File: src/rtl/lif_sweep_scheduler.sv
// Time-multiplexed leaky integrate-and-fire controller. One datapath sweeps N virtual
// neurons, one per cycle, on every accepted timestep tick.
module lif_sweep_scheduler #(
  parameter int unsigned N_NEURONS  = 4,
  parameter int unsigned WIDTH      = 8,
  parameter int unsigned THRESHOLD  = 200,
  parameter int unsigned LEAK_SHIFT = 1,
  parameter int unsigned REFRAC     = 2
) (
  input  logic                           clk,
  input  logic                           rst,
  input  logic                           tick,
  input  logic [N_NEURONS*WIDTH-1:0]     cur_in,
  input  logic [N_NEURONS-1:0]           en_mask,
  input  logic [$clog2(N_NEURONS)-1:0]   sel,
  input  logic                           clr_ovr,
  output logic [WIDTH-1:0]               state_out,
  output logic [N_NEURONS-1:0]           spikes,
  output logic                           busy,
  output logic                           done,
  output logic                           overrun
);

  localparam int unsigned IW = $clog2(N_NEURONS);
  localparam int unsigned RW = (REFRAC > 0) ? $clog2(REFRAC + 1) : 1;
  localparam logic [WIDTH:0] ThrV = (WIDTH + 1)'(THRESHOLD);

  typedef enum logic [1:0] {StIdle, StSweep, StDone} state_e;

  state_e                     state_q, state_d;
  logic [IW-1:0]              idx_q;
  logic [N_NEURONS*WIDTH-1:0] cur_q;
  logic [N_NEURONS-1:0]       en_q;
  logic [WIDTH-1:0]           mem_q [N_NEURONS];
  logic [RW-1:0]              ref_q [N_NEURONS];
  logic [N_NEURONS-1:0]       shadow_q, shadow_d;
  logic [N_NEURONS-1:0]       spikes_q;
  logic                       overrun_q;

  logic                       accept, last, ovr_set;
  logic [WIDTH-1:0]           cur_sel, s_cur, upd_s;
  logic [RW-1:0]              r_cur, upd_r;
  logic [WIDTH:0]             v;
  logic                       upd_spk;

  always_comb begin
    state_d = state_q;
    busy    = 1'b0;
    done    = 1'b0;
    accept  = 1'b0;
    last    = (idx_q == IW'(N_NEURONS - 1));
    ovr_set = 1'b0;
    unique case (state_q)
      StIdle: accept = tick;
      StSweep: begin
        busy    = 1'b1;
        ovr_set = tick;
        if (last) state_d = StDone;
      end
      StDone: begin
        done    = 1'b1;
        state_d = StIdle;
        accept  = tick;
      end
      default: state_d = StIdle;
    endcase
    if (accept) state_d = StSweep;
  end

  // Shared neuron datapath for the neuron currently addressed by idx_q.
  always_comb begin
    cur_sel = cur_q[idx_q*WIDTH +: WIDTH];
    s_cur   = mem_q[idx_q];
    r_cur   = ref_q[idx_q];
    v       = {1'b0, s_cur} - ({1'b0, s_cur} >> LEAK_SHIFT) + {1'b0, cur_sel};
    upd_s   = s_cur;
    upd_r   = r_cur;
    upd_spk = 1'b0;
    if (en_q[idx_q]) begin
      if (r_cur != '0) begin
        upd_s = '0;
        upd_r = r_cur - RW'(1);
      end else if (v >= ThrV) begin
        upd_spk = 1'b1;
        upd_s   = '0;
        upd_r   = RW'(REFRAC);
      end else if (v[WIDTH]) begin
        upd_s = '1;
      end else begin
        upd_s = v[WIDTH-1:0];
      end
    end
    shadow_d        = shadow_q;
    shadow_d[idx_q] = upd_spk;
  end

  always_ff @(posedge clk) begin
    if (rst) begin
      state_q   <= StIdle;
      idx_q     <= '0;
      cur_q     <= '0;
      en_q      <= '0;
      mem_q     <= '{default: '0};
      ref_q     <= '{default: '0};
      shadow_q  <= '0;
      spikes_q  <= '0;
      overrun_q <= 1'b0;
    end else begin
      state_q <= state_d;
      if (accept) begin
        cur_q    <= cur_in;
        en_q     <= en_mask;
        idx_q    <= '0;
        shadow_q <= '0;
      end else if (state_q == StSweep) begin
        mem_q[idx_q] <= upd_s;
        ref_q[idx_q] <= upd_r;
        shadow_q     <= shadow_d;
        idx_q        <= idx_q + IW'(1);
        // Publish on the edge into DONE so spikes are valid alongside the done pulse.
        if (last) spikes_q <= shadow_d;
      end
      if (ovr_set) begin
        overrun_q <= 1'b1;
      end else if (clr_ovr) begin
        overrun_q <= 1'b0;
      end
    end
  end

  always_comb begin
    state_out = '0;
    for (int i = 0; i < N_NEURONS; i++) begin
      if (sel == IW'(i)) state_out = mem_q[i];
    end
  end

  assign spikes  = spikes_q;
  assign overrun = overrun_q;

endmodule

File: config.mk
export PLATFORM = sky130hd
export DESIGN_NAME = lif_sweep_scheduler
export DESIGN_NICKNAME = d
export VERILOG_FILES = /design/src/rtl/lif_sweep_scheduler.sv
export SDC_FILE = /design/constraint.sdc
export NUM_CORES = 1
export LEC_CHECK = 0
export ABC_AREA = 1
export CORE_MARGIN = 2
export CORE_UTILIZATION = 46
export CTS_BUF_LIST = sky130_fd_sc_hd__clkbuf_8
export DETAILED_ROUTE_END_ITERATION = 10
export PLACE_DENSITY = 0.68
export REMOVE_ABC_BUFFERS = 1
export SYNTH_ARGS = -nofsm -noshare
export SYNTH_HDL_FRONTEND = slang
export SYNTH_SLANG_ARGS = --single-unit
File: constraint.sdc
create_clock -name clk -period 4.9 [get_ports clk]
set_clock_uncertainty 0.1 [all_clocks]
set_input_delay 0.98 -clock clk [delete_from_list [all_inputs] [get_ports clk]]
set_output_delay 0.98 -clock clk [all_outputs]
set_load 0.005 [all_outputs]
# --- Yosys cells after proc, flatten, opt, wreduce, memory -nomap -nowiden ---
# Index checks and enable logic that the tools add are counted.
word_totals:
  out_inout_bits: 15
  regBits: 89
  elab_cells: 90
classes:
  n_bitwise: 3
  magnitude_cmp: 5
  n_mux: 40
  n_eq_ne: 9
  n_reduce_logical: 12
  n_addsub: 4
  shifts: 1
ops:
  columns: ["operator", "count"]
  rows:
  - ["$mux 8", 11]
  - ["$bwmux 32", 1]
  - ["$shiftx 32x6->8", 1]
  - ["$bmux 8 s2", 1]
  - ["$demux 8 s2", 1]
  - ["$mux 2", 7]
  - ["$mux 1", 12]
  - ["$add 9x8->9", 1]
  - ["$ge 9x8->1 const B", 1]
  - ["$sub 8x7->9", 1]
  - ["$bwmux 8", 1]
  - ["$eq 2x2->1 const B", 4]
  - ["$reduce_and 2->1", 3]
  - ["$bmux 2 s2", 1]
  - ["$bwmux 4", 1]
  - ["$demux 2 s2", 1]
  - ["$eq 2x1->1 const B", 2]
  - ["$logic_not 2->1", 2]
  - ["$ne 2x2->1 const B", 2]
  - ["$pmux 2 s2", 1]
  - ["$reduce_bool 2->1", 2]
  - ["$reduce_or 2->1", 2]
  - ["$ge 3x3->1 const B", 1]
  - ["$lt 2x3->1 const B", 1]
  - ["other kinds (11)", 13]

# --- Logic depth before layout (Yosys ltp) ---
# Gate-level depths: netlist of run 1.
logic_depth:
  ltp_word: 11
  mapped_depth: 24
  depth_no_buf: 22

# --- Worst setup path after synthesis of run 1 ---
# No wires, ideal clock.
synth_path:
  path_type: "reg-to-reg"
  from: "reg idx_q[0]"
  to: "reg ref_q[3] (netlist bit)"
  synth_period_minus_slack_ns: 3.619
  setup_ns: 0.114
  arrival_ns: 3.405
  slack_ns: 1.281
  stages_incl_launch_ff: 21
  t_required_ns: 4.686
  cell_sequence: "dfxtp_1 buf_2 buf_2 clkbuf_1 nand2_1 a32o_1 fa_1 inv_1 fa_1 nand2_1 nand2_1 nand3_2 nand2_1 nand2_1 nand3b_1 nand2_1 nand2_2 nand2_2 nand2_2 o21bai_1 inv_1"
synth_between:
  elab_chain_len: 11
  elab_cells_between_ends: 24
  cone_classes: "3 x add/sub; 3 x order compare; 1 x shift; 14 x mux; 1 x bitwise; 2 x reduce/logical"
synth_lines:
  columns: ["element", "line", "source"]
  rows:
  - ["start: declaration", "31", "logic [IW-1:0] idx_q;"]
  - ["start signal: assignment", "119", "idx_q <= idx_q + IW'(1);"]
  - ["$not 2->3 (not written as such)", "73, 74, 117", null]
  - ["$bmux 8 s2", "73", "s_cur = mem_q[idx_q];"]
  - ["$mux 8 (not written as such) (2 in a row)", "73", null]
  - ["$sub 8x7->9", "75", "v = {1'b0, s_cur} - ({1'b0, s_cur} >> LEAK_SHIFT) + {1'b0, cur_sel};"]
  - ["$add 9x8->9", "75", null]
  - ["$ge 9x8->1", "83", "end else if (v >= ThrV) begin"]
  - ["$mux 2", "83", null]
  - ["$mux 2", "80", "if (r_cur != '0) begin"]
  - ["$mux 2", "79", "if (en_q[idx_q]) begin"]
  - ["$bwmux 8 *", "117", "ref_q[idx_q] <= upd_r;"]
  - ["end signal: indexed assignment", "117", null]
  - ["end: declaration", "35", "logic [RW-1:0] ref_q [N_NEURONS];"]
# Every way passes the cells marked *; elsewhere a longest branch is shown, timed or not. The select of a mux whose other input is x is not followed.
# A chain may end at the register's enable or synchronous reset.

# --- Worst setup path in the final report of run 1 ---
layout_path:
  from: "in sel[1]"
  to: "out state_out[5]"
layout_between:
  elab_chain_len: 5
  elab_cells_between_ends: 8
  cone_classes: "3 x eq/ne; 4 x mux; 1 x reduce/logical"
layout_lines:
  columns: ["element", "line", "source"]
  rows:
  - ["start: declaration", "15", "input logic [$clog2(N_NEURONS)-1:0] sel,"]
  - ["$logic_not 2->1", "134", "if (sel == IW'(i)) state_out = mem_q[i];"]
  - ["$mux 8 (3 in a row)", "134", null]
  - ["$mux 8 *", "134", null]
  - ["end: declaration", "17", "output logic [WIDTH-1:0] state_out,"]
# Every way passes the cells marked *; elsewhere a longest branch is shown, timed or not.

==> impl_metrics.csv, run 1 <==
group,metric,value,unit
synth,synth_edf_count,0,
route,antenna_left,0,
synth,ys_seq_area_frac,0.3597,
finish,drive_gt1_frac,0.07298,
finish,fin_area,0.005806,mm2
die,start_util,0.4744,
route,drc_errors,0,
timing,fin_crit_sh,0.8097,
global_routing,grt_overflow_total,0,
route,wl_met1,5452,um
route,vias,4789,
finish,final_nets,839,
synth,synth.yosys.warnings,0,
clock_tree,insertion_delay,0.37,ns
die,ioPinCount,57,
critical_path,arrival,2.89,ns
die,die_y,107.2,um
clock_tree,clock-root-buffer,"clkbuf_8",
critical_path,crit_required,3.82,ns
synth,ys.flop_type,"dfxtp_1",
critical_path,critPathCaptureType,"output port",
pwr,irDropWorstVdd,0.1648,mV
timing,final.min_clock_period,3.968,ns
placement,portBuffers,56,
die,fp.dieW,107.2,um
route,route.met2.wl,5823,um
synth,synthArstFlopShare,0,
route,wl_per_cell,13.44,um
die,row_count,37,
clock_tree,ctsHoldBuffers,0,
global_routing,grt_pass1_vias,4656,
global_routing,grt_pass1_wl,20940,um
timing,final.setup.tns,0,ns
clock_tree,cts_tree,"built",
placement,post-dp-hpwl,8731,um
die,die_area,0.01149,mm2
clock_tree,htree_levels,3,
global_routing,grtUsageTotal,0.2288,
finish,area_growth,18.55,%
worst_hold_path,min_path_type,"flip-flop to flip-flop",
route,routed-wl-met3,729,um
critical_path,r2r_start,"idx_q[1]$_SDFFE_PP0P_",
synth,synthCells,725,
job,cap_viol_max_count,0,
pwr,p_leak,0.002596,uW
synth,avgSynthCellArea,6.755,um2
timing,maxSlewViolCount,0,
timing,final_hold_viol_count,0,
clock_tree,cts_buffer_depth,2,
timing,setup_viol,0,
synth,syn_area,0.004897,mm2
finish,final_util,0.5624,
critical_path,crit_start,"sel[1]",
finish,layout_commonest_cell,"nand2_1",
route,drt_iter0_drc,270,
global_routing,antenna_found_initial,0,
clock_tree,cts.sink_count,88,
route,wl,12320,um
timing,rsz0062_at_grt,"no",
clock_tree,path_clk_slew,0.08,ns
global_routing,grt_max_degree,44,
placement,placed_area,0.005598,mm2
timing,worst_hold_slack,0.3473,ns
timing,worstMarginPinSlew,0.8243,ns
worst_hold_path,hp-start,"en_q[1]$_SDFFE_PP0P_",
outcome,outcome,"finished, final reports clean",
placement,finalWeightedCongestion,0.9228,
critical_path,path_max_fanout,8,
route,topRoutingLayerUsed,"met4",
timing,slew_headroom,0.4499,
clock_tree,post_cts_buffers,0,
route,drt-pass1-iter-count,5,
synth,yosysUniqueCellTypes,35,
die,core-area,0.01032,mm2
pwr,power_density,349.5,mW/mm2
route,drt-vias-per-instance,5.222,
critical_path,crit_type,"input pin to output port",
timing,max_freq,252.0,MHz
critical_path,startpoint_type,"input pin",
finish,layout_common_cells,"nand2_1 (121), inv_1 (111), nor2_1 (100), dfxtp_1 (88), o21ai_0 (71)",
synth,ys_seq_elements,88,
clock_tree,cts_buffers,9,
clock_tree,cts-resized-gates,0,
finish,n_antenna_cell,0,
[routing by layer]
metal,vias up,GRT usage
met5,-,0
met4,0,0.1113
met3,26,0.04742
met2,146,0.3725
met1,2190,0.2876
li1,2427,-
[worst paths after layout]
kind	slack, ns	depth (start not counted)	endpoint
setup reg to reg	1.07	19	ref_q[5]$_SDFFE_PP0P_
hold / removal	0.35	2	en_q[1]$_SDFFE_PP0P_
setup / recovery	0.93	7	state_out[5]
hold reg to reg	0.35	2	en_q[1]$_SDFFE_PP0P_
[power by group]
part           leakage, uW  total (uW)  switching, uW  internal, uW
clock network     0.000111         525            263           263
registers         0.000720         776           19.4           757
logic              0.00177         728            458           269
[state kept, by name (all words and copies together) (netlist names)]
signal    cells
en_q          4
overrun       1
idx_q         2
shadow_q      3
state_q       2
spikes        4
mem_q        32
ref_q         8
cur_q        32
[kinds of logic after synthesis]
kind of cell,share of synthesized area
flip-flops,0.3597
buffers and inverters,0.1211
AND/OR/NAND/NOR,0.2476
AO/OA/AOI/OAI,0.2054
XOR/XNOR,0.001789
adder cells (fa/ha/maj),0.06438
[cell type report]
cell class	instances	area (um2)
clock buffer	11	151.4
clock inverter	5	56.30
fill	1012	4518
inverter	118	442.9
multi-input combinational	487	2542
sequential	88	1762
tap	136	170.2
timing repair buffer	72	680.7
[critical path, cell delays in order]
cell and delay (ns):
clkdlybuf4s50_1 0.52, inv_1 0.07, nand2_1 0.28, nor2_1 0.07
a221oi_1 0.20, o21ai_0 0.25, clkdlybuf4s50_1 0.52
[cell usage after synthesis (6+ instances only)]
cell | number | area share
nand3b_1 | 6 | 0.0092
clkbuf_1 | 16 | 0.012
nor2_1 | 100 | 0.077
a21oi_1 | 64 | 0.065
o21ai_0 | 71 | 0.073
fa_1 | 7 | 0.029
nand2_2 | 7 | 0.0089
o21bai_1 | 7 | 0.011
ha_1 | 14 | 0.036
inv_1 | 110 | 0.084
inv_2 | 7 | 0.0054
nand3_1 | 37 | 0.038
o21a_1 | 8 | 0.012
buf_2 | 12 | 0.012
dfxtp_1 | 88 | 0.36
nand2_1 | 121 | 0.093
o22ai_1 | 10 | 0.013
[through the flow]
stage	cells	power, uW	worst slack [ns]
finish	917	2029	0.9325
global route	917	2185	0.7096
CTS	917	2037	0.9839
detailed placement	901	1511	0.9997
global placement	901	1495	0.9928
floorplan	693	1317	0.8720
(Power assumes the default switching activity.)
==> inputs of run 2 (changes only) <==
--- a/config.mk
+++ b/config.mk
@@ -10,7 +10,7 @@
 export CORE_UTILIZATION = 46
 export CTS_BUF_LIST = sky130_fd_sc_hd__clkbuf_8
 export DETAILED_ROUTE_END_ITERATION = 10
-export PLACE_DENSITY = 0.68
+export PLACE_DENSITY = 0.7
 export REMOVE_ABC_BUFFERS = 1
 export SYNTH_ARGS = -nofsm -noshare
 export SYNTH_HDL_FRONTEND = slang
==> constraint.sdc (replaced) <==
create_clock -name clk -period 3.6 [get_ports clk]
set_clock_uncertainty 0.1 [all_clocks]
set_input_delay 0.72 -clock clk [delete_from_list [all_inputs] [get_ports clk]]
set_output_delay 0.72 -clock clk [all_outputs]
set_load 0.005 [all_outputs]
==> run 2 against run 1 <==
  * Routed wire length up 9.4%
  * Count of clock-buffer cells in the layout is 2 lower
  * First-iteration DRC count decreased by 16%
  * Non-clock buffer count increased by 19
  * Total power is 55% higher
  * Combinational power is 73% higher
  * Global-route usage rose by 1.3 points
  * Clock power grew 58%
  * Critical path depth grew 15
  * Die area did not move
  * Highest routed layer unchanged
==> impl_metrics.csv, run 2 (synthesis gave the netlist of run 1 again) <==
group,metric,value,unit
outcome,outcome,"finished, final reports clean",
global_routing,grtUsageTotal,0.2421,
timing,worstMarginPinSlew,0.6124,ns
timing,maxSlewViolCount,0,
die,ioPinCount,57,
finish,final_nets,858,
die,fp.dieW,107.2,um
placement,portBuffers,56,
timing,slew_headroom,0.5913,
finish,largest_registers,"cur_q (32), mem_q (32), ref_q (8)",
route,antenna_left,0,
critical_path,crit_type,"flip-flop to flip-flop",
route,drt_iter0_drc,228,
worst_hold_path,whs_endpoint,"en_q[1]$_SDFFE_PP0P_",
global_routing,grt_max_degree,53,
clock_tree,ctsHoldBuffers,0,
placement,post-dp-hpwl,9478,um
finish,drive_gt1_frac,0.1188,
critical_path,crit_path_frequent_cell,"nand2_1",
critical_path,crit_required,3.78,ns
die,core-area,0.01032,mm2
critical_path,critical_path.top_delay_family,"simple AND/OR/NAND/NOR gates",
pwr,power_density,514.2,mW/mm2
critical_path,worst-r2r-cell-count,22,
global_routing,grt_pass1_wl,21960,um
timing,setup_viol,0,
die,die_area,0.01149,mm2
clock_tree,insertion_delay,0.38,ns
route,wl_per_cell,14.40,um
placement,finalWeightedCongestion,0.8695,
critical_path,r2r_start,"idx_q[0]$_SDFFE_PP0P_",
finish,fill_cells,979,
route,drc_errors,0,
route,wl,13480,um
clock_tree,cts_buffer_depth,2,
worst_hold_path,min_path_cells,2,
critical_path,startpoint_type,"flip-flop",
critical_path,cp_cell_sequence,"buf_4 > buf_6 > nor2_2 > inv_1 > a32oi_2 > buf_4 > fa_1 > ha_4 > nand2_1 > inv_1 > a21oi_1 > nand2_1 > nand2_1 > nand2_2 > nor2_2 > nand2_4 > nand2_4 > inv_2 > nand2_2 > nand3_1 > nand2_1 > inv_1",
pwr,p_leak,0.002722,uW
global_routing,antenna_found_initial,0,
finish,layout_commonest_cell,"nand2_1",
clock_tree,path_clk_slew,0.09,ns
route,drt-vias-per-instance,5.265,
die,start_util,0.4744,
critical_path,r2r-end,"mem_q[21]$_SDFFE_PP0P_",
finish,n_antenna_cell,0,
pwr,irDropWorstVdd,0.2573,mV
timing,worst_hold_slack,0.3502,ns
die,die_y,107.2,um
critical_path,critPathCaptureType,"flip-flop",
critical_path,crit_slowest_cell,"fa_1",
route,vias,4928,
critical_path,path_max_fanout,7,
clock_tree,htree_levels,3,
finish,area_growth,24.99,%
global_routing,grt_overflow_total,0,
critical_path,path_buf_inv,7,
critical_path,arrival,3.66,ns
critical_path,cpPeakStageDelay,0.43,ns
clock_tree,cts.sink_count,88,
critical_path,cp.depth,22,
timing,fin_crit_sh,0.9659,
timing,final.min_clock_period,3.477,ns
clock_tree,cts_tree,"built",
critical_path,r2r_slack,0.12,ns
timing,final_hold_viol_count,0,
die,row_count,37,
global_routing,grt_pass1_vias,4604,
worst_hold_path,min_path_type,"flip-flop to flip-flop",
worst_hold_path,hp-start,"en_q[1]$_SDFFE_PP0P_",
clock_tree,clock-root-buffer,"clkbuf_8",
clock_tree,cts_buffers,9,
job,cap_viol_max_count,0,
timing,max_freq,287.6,MHz
finish,final_util,0.5929,
route,drt-pass1-iter-count,5,
finish,layout_common_cells,"nand2_1 (117), inv_1 (111), nor2_1 (97), dfxtp_1 (87), o21ai_0 (71)",
[run 2: cell count changes in the layout (fill, tap and decap cells not counted), moves of 3 or more]
| cell | change |
|---|---|
| buf_4 | +17 |
| nor2_2 | +3 |
| a32oi_1 | -3 |
| ha_1 | -3 |
| nor2_1 | -3 |
| nand2_1 | -4 |
| ha_4 | +3 |
[run 2: layer usage]
metal  part of all wire  global-route usage  vias to the layer above
met5                  0                   0                        -
met4              0.024              0.1141                        0
met3              0.060             0.03526                       27
met2               0.49              0.4024                      159
met1               0.43              0.3083                     2281
li1                   -                   -                     2461
[run 2: how the worst max path moves through the flow]
stage / slack (ns) / endpoint / startpoint
2_1_floorplan: -0.43 / mem_q[30]$_SDFFE_PP0P_ / idx_q[0]$_SDFFE_PP0P_
3_3_place_gp: 0.11 / ref_q[1]$_SDFFE_PP0P_ / idx_q[0]$_SDFFE_PP0P_
3_5_place_dp: -0.02 / ref_q[1]$_SDFFE_PP0P_ / idx_q[0]$_SDFFE_PP0P_
4_1_cts: 0.04 / ref_q[1]$_SDFFE_PP0P_ / idx_q[0]$_SDFFE_PP0P_
5_1_grt: -0.08 / mem_q[4]$_SDFFE_PP0P_ / idx_q[0]$_SDFFE_PP0P_
6_report: 0.12 / mem_q[21]$_SDFFE_PP0P_ / idx_q[0]$_SDFFE_PP0P_
[run 2: power by group]
group / total (uW) / switching [uW] / internal [uW]
Clock: 827 / 369 / 458
Sequential: 1060 / 29.4 / 1030
Combinational: 1260 / 730 / 532
Total: 3150 / 1130 / 2020
[run 2: layout make-up]
| type | count | area, um2 | share of cell area |
|---|---|---|---|
| Clock buffer | 9 | 123.9 | 0.02024 |
| Multi-Input combinational cell | 487 | 2670 | 0.4362 |
| Tap cell | 136 | 170.2 | 0.02780 |
| Clock inverter | 7 | 111.4 | 0.01819 |
| Sequential cell | 88 | 1765 | 0.2884 |
| Timing Repair Buffer | 91 | 834.6 | 0.1363 |
| Inverter | 118 | 445.4 | 0.07277 |
[run 2: through the flow]
stage / setup WS, ns / setup TNS [ns] / total power (uW) / std cells / area [um2]
floorplan: -0.4280 / -15.45 / 1793 / 693 / 4747
global placement: 0.1103 / 0 / 2143 / 918 / 5725
detailed placement: -0.01644 / -0.02375 / 2173 / 918 / 5725
CTS: 0.04386 / 0 / 3000 / 934 / 5983
global route: -0.08062 / -0.6415 / 3338 / 936 / 6121
finish: 0.1229 / 0 / 3148 / 936 / 6121
[run 2: timing repair]
action                                  CTS  global route
gates resized for setup                   4            27
setup buffers                             0             2
endpoints found under the setup margin   21            43
pin swaps                                 0             9
[run 2: tightest hold or removal path: stages (launching register included)]
cell     delay [ns]
dfxtp_1        0.32
inv_1          0.05
a21oi_1        0.05
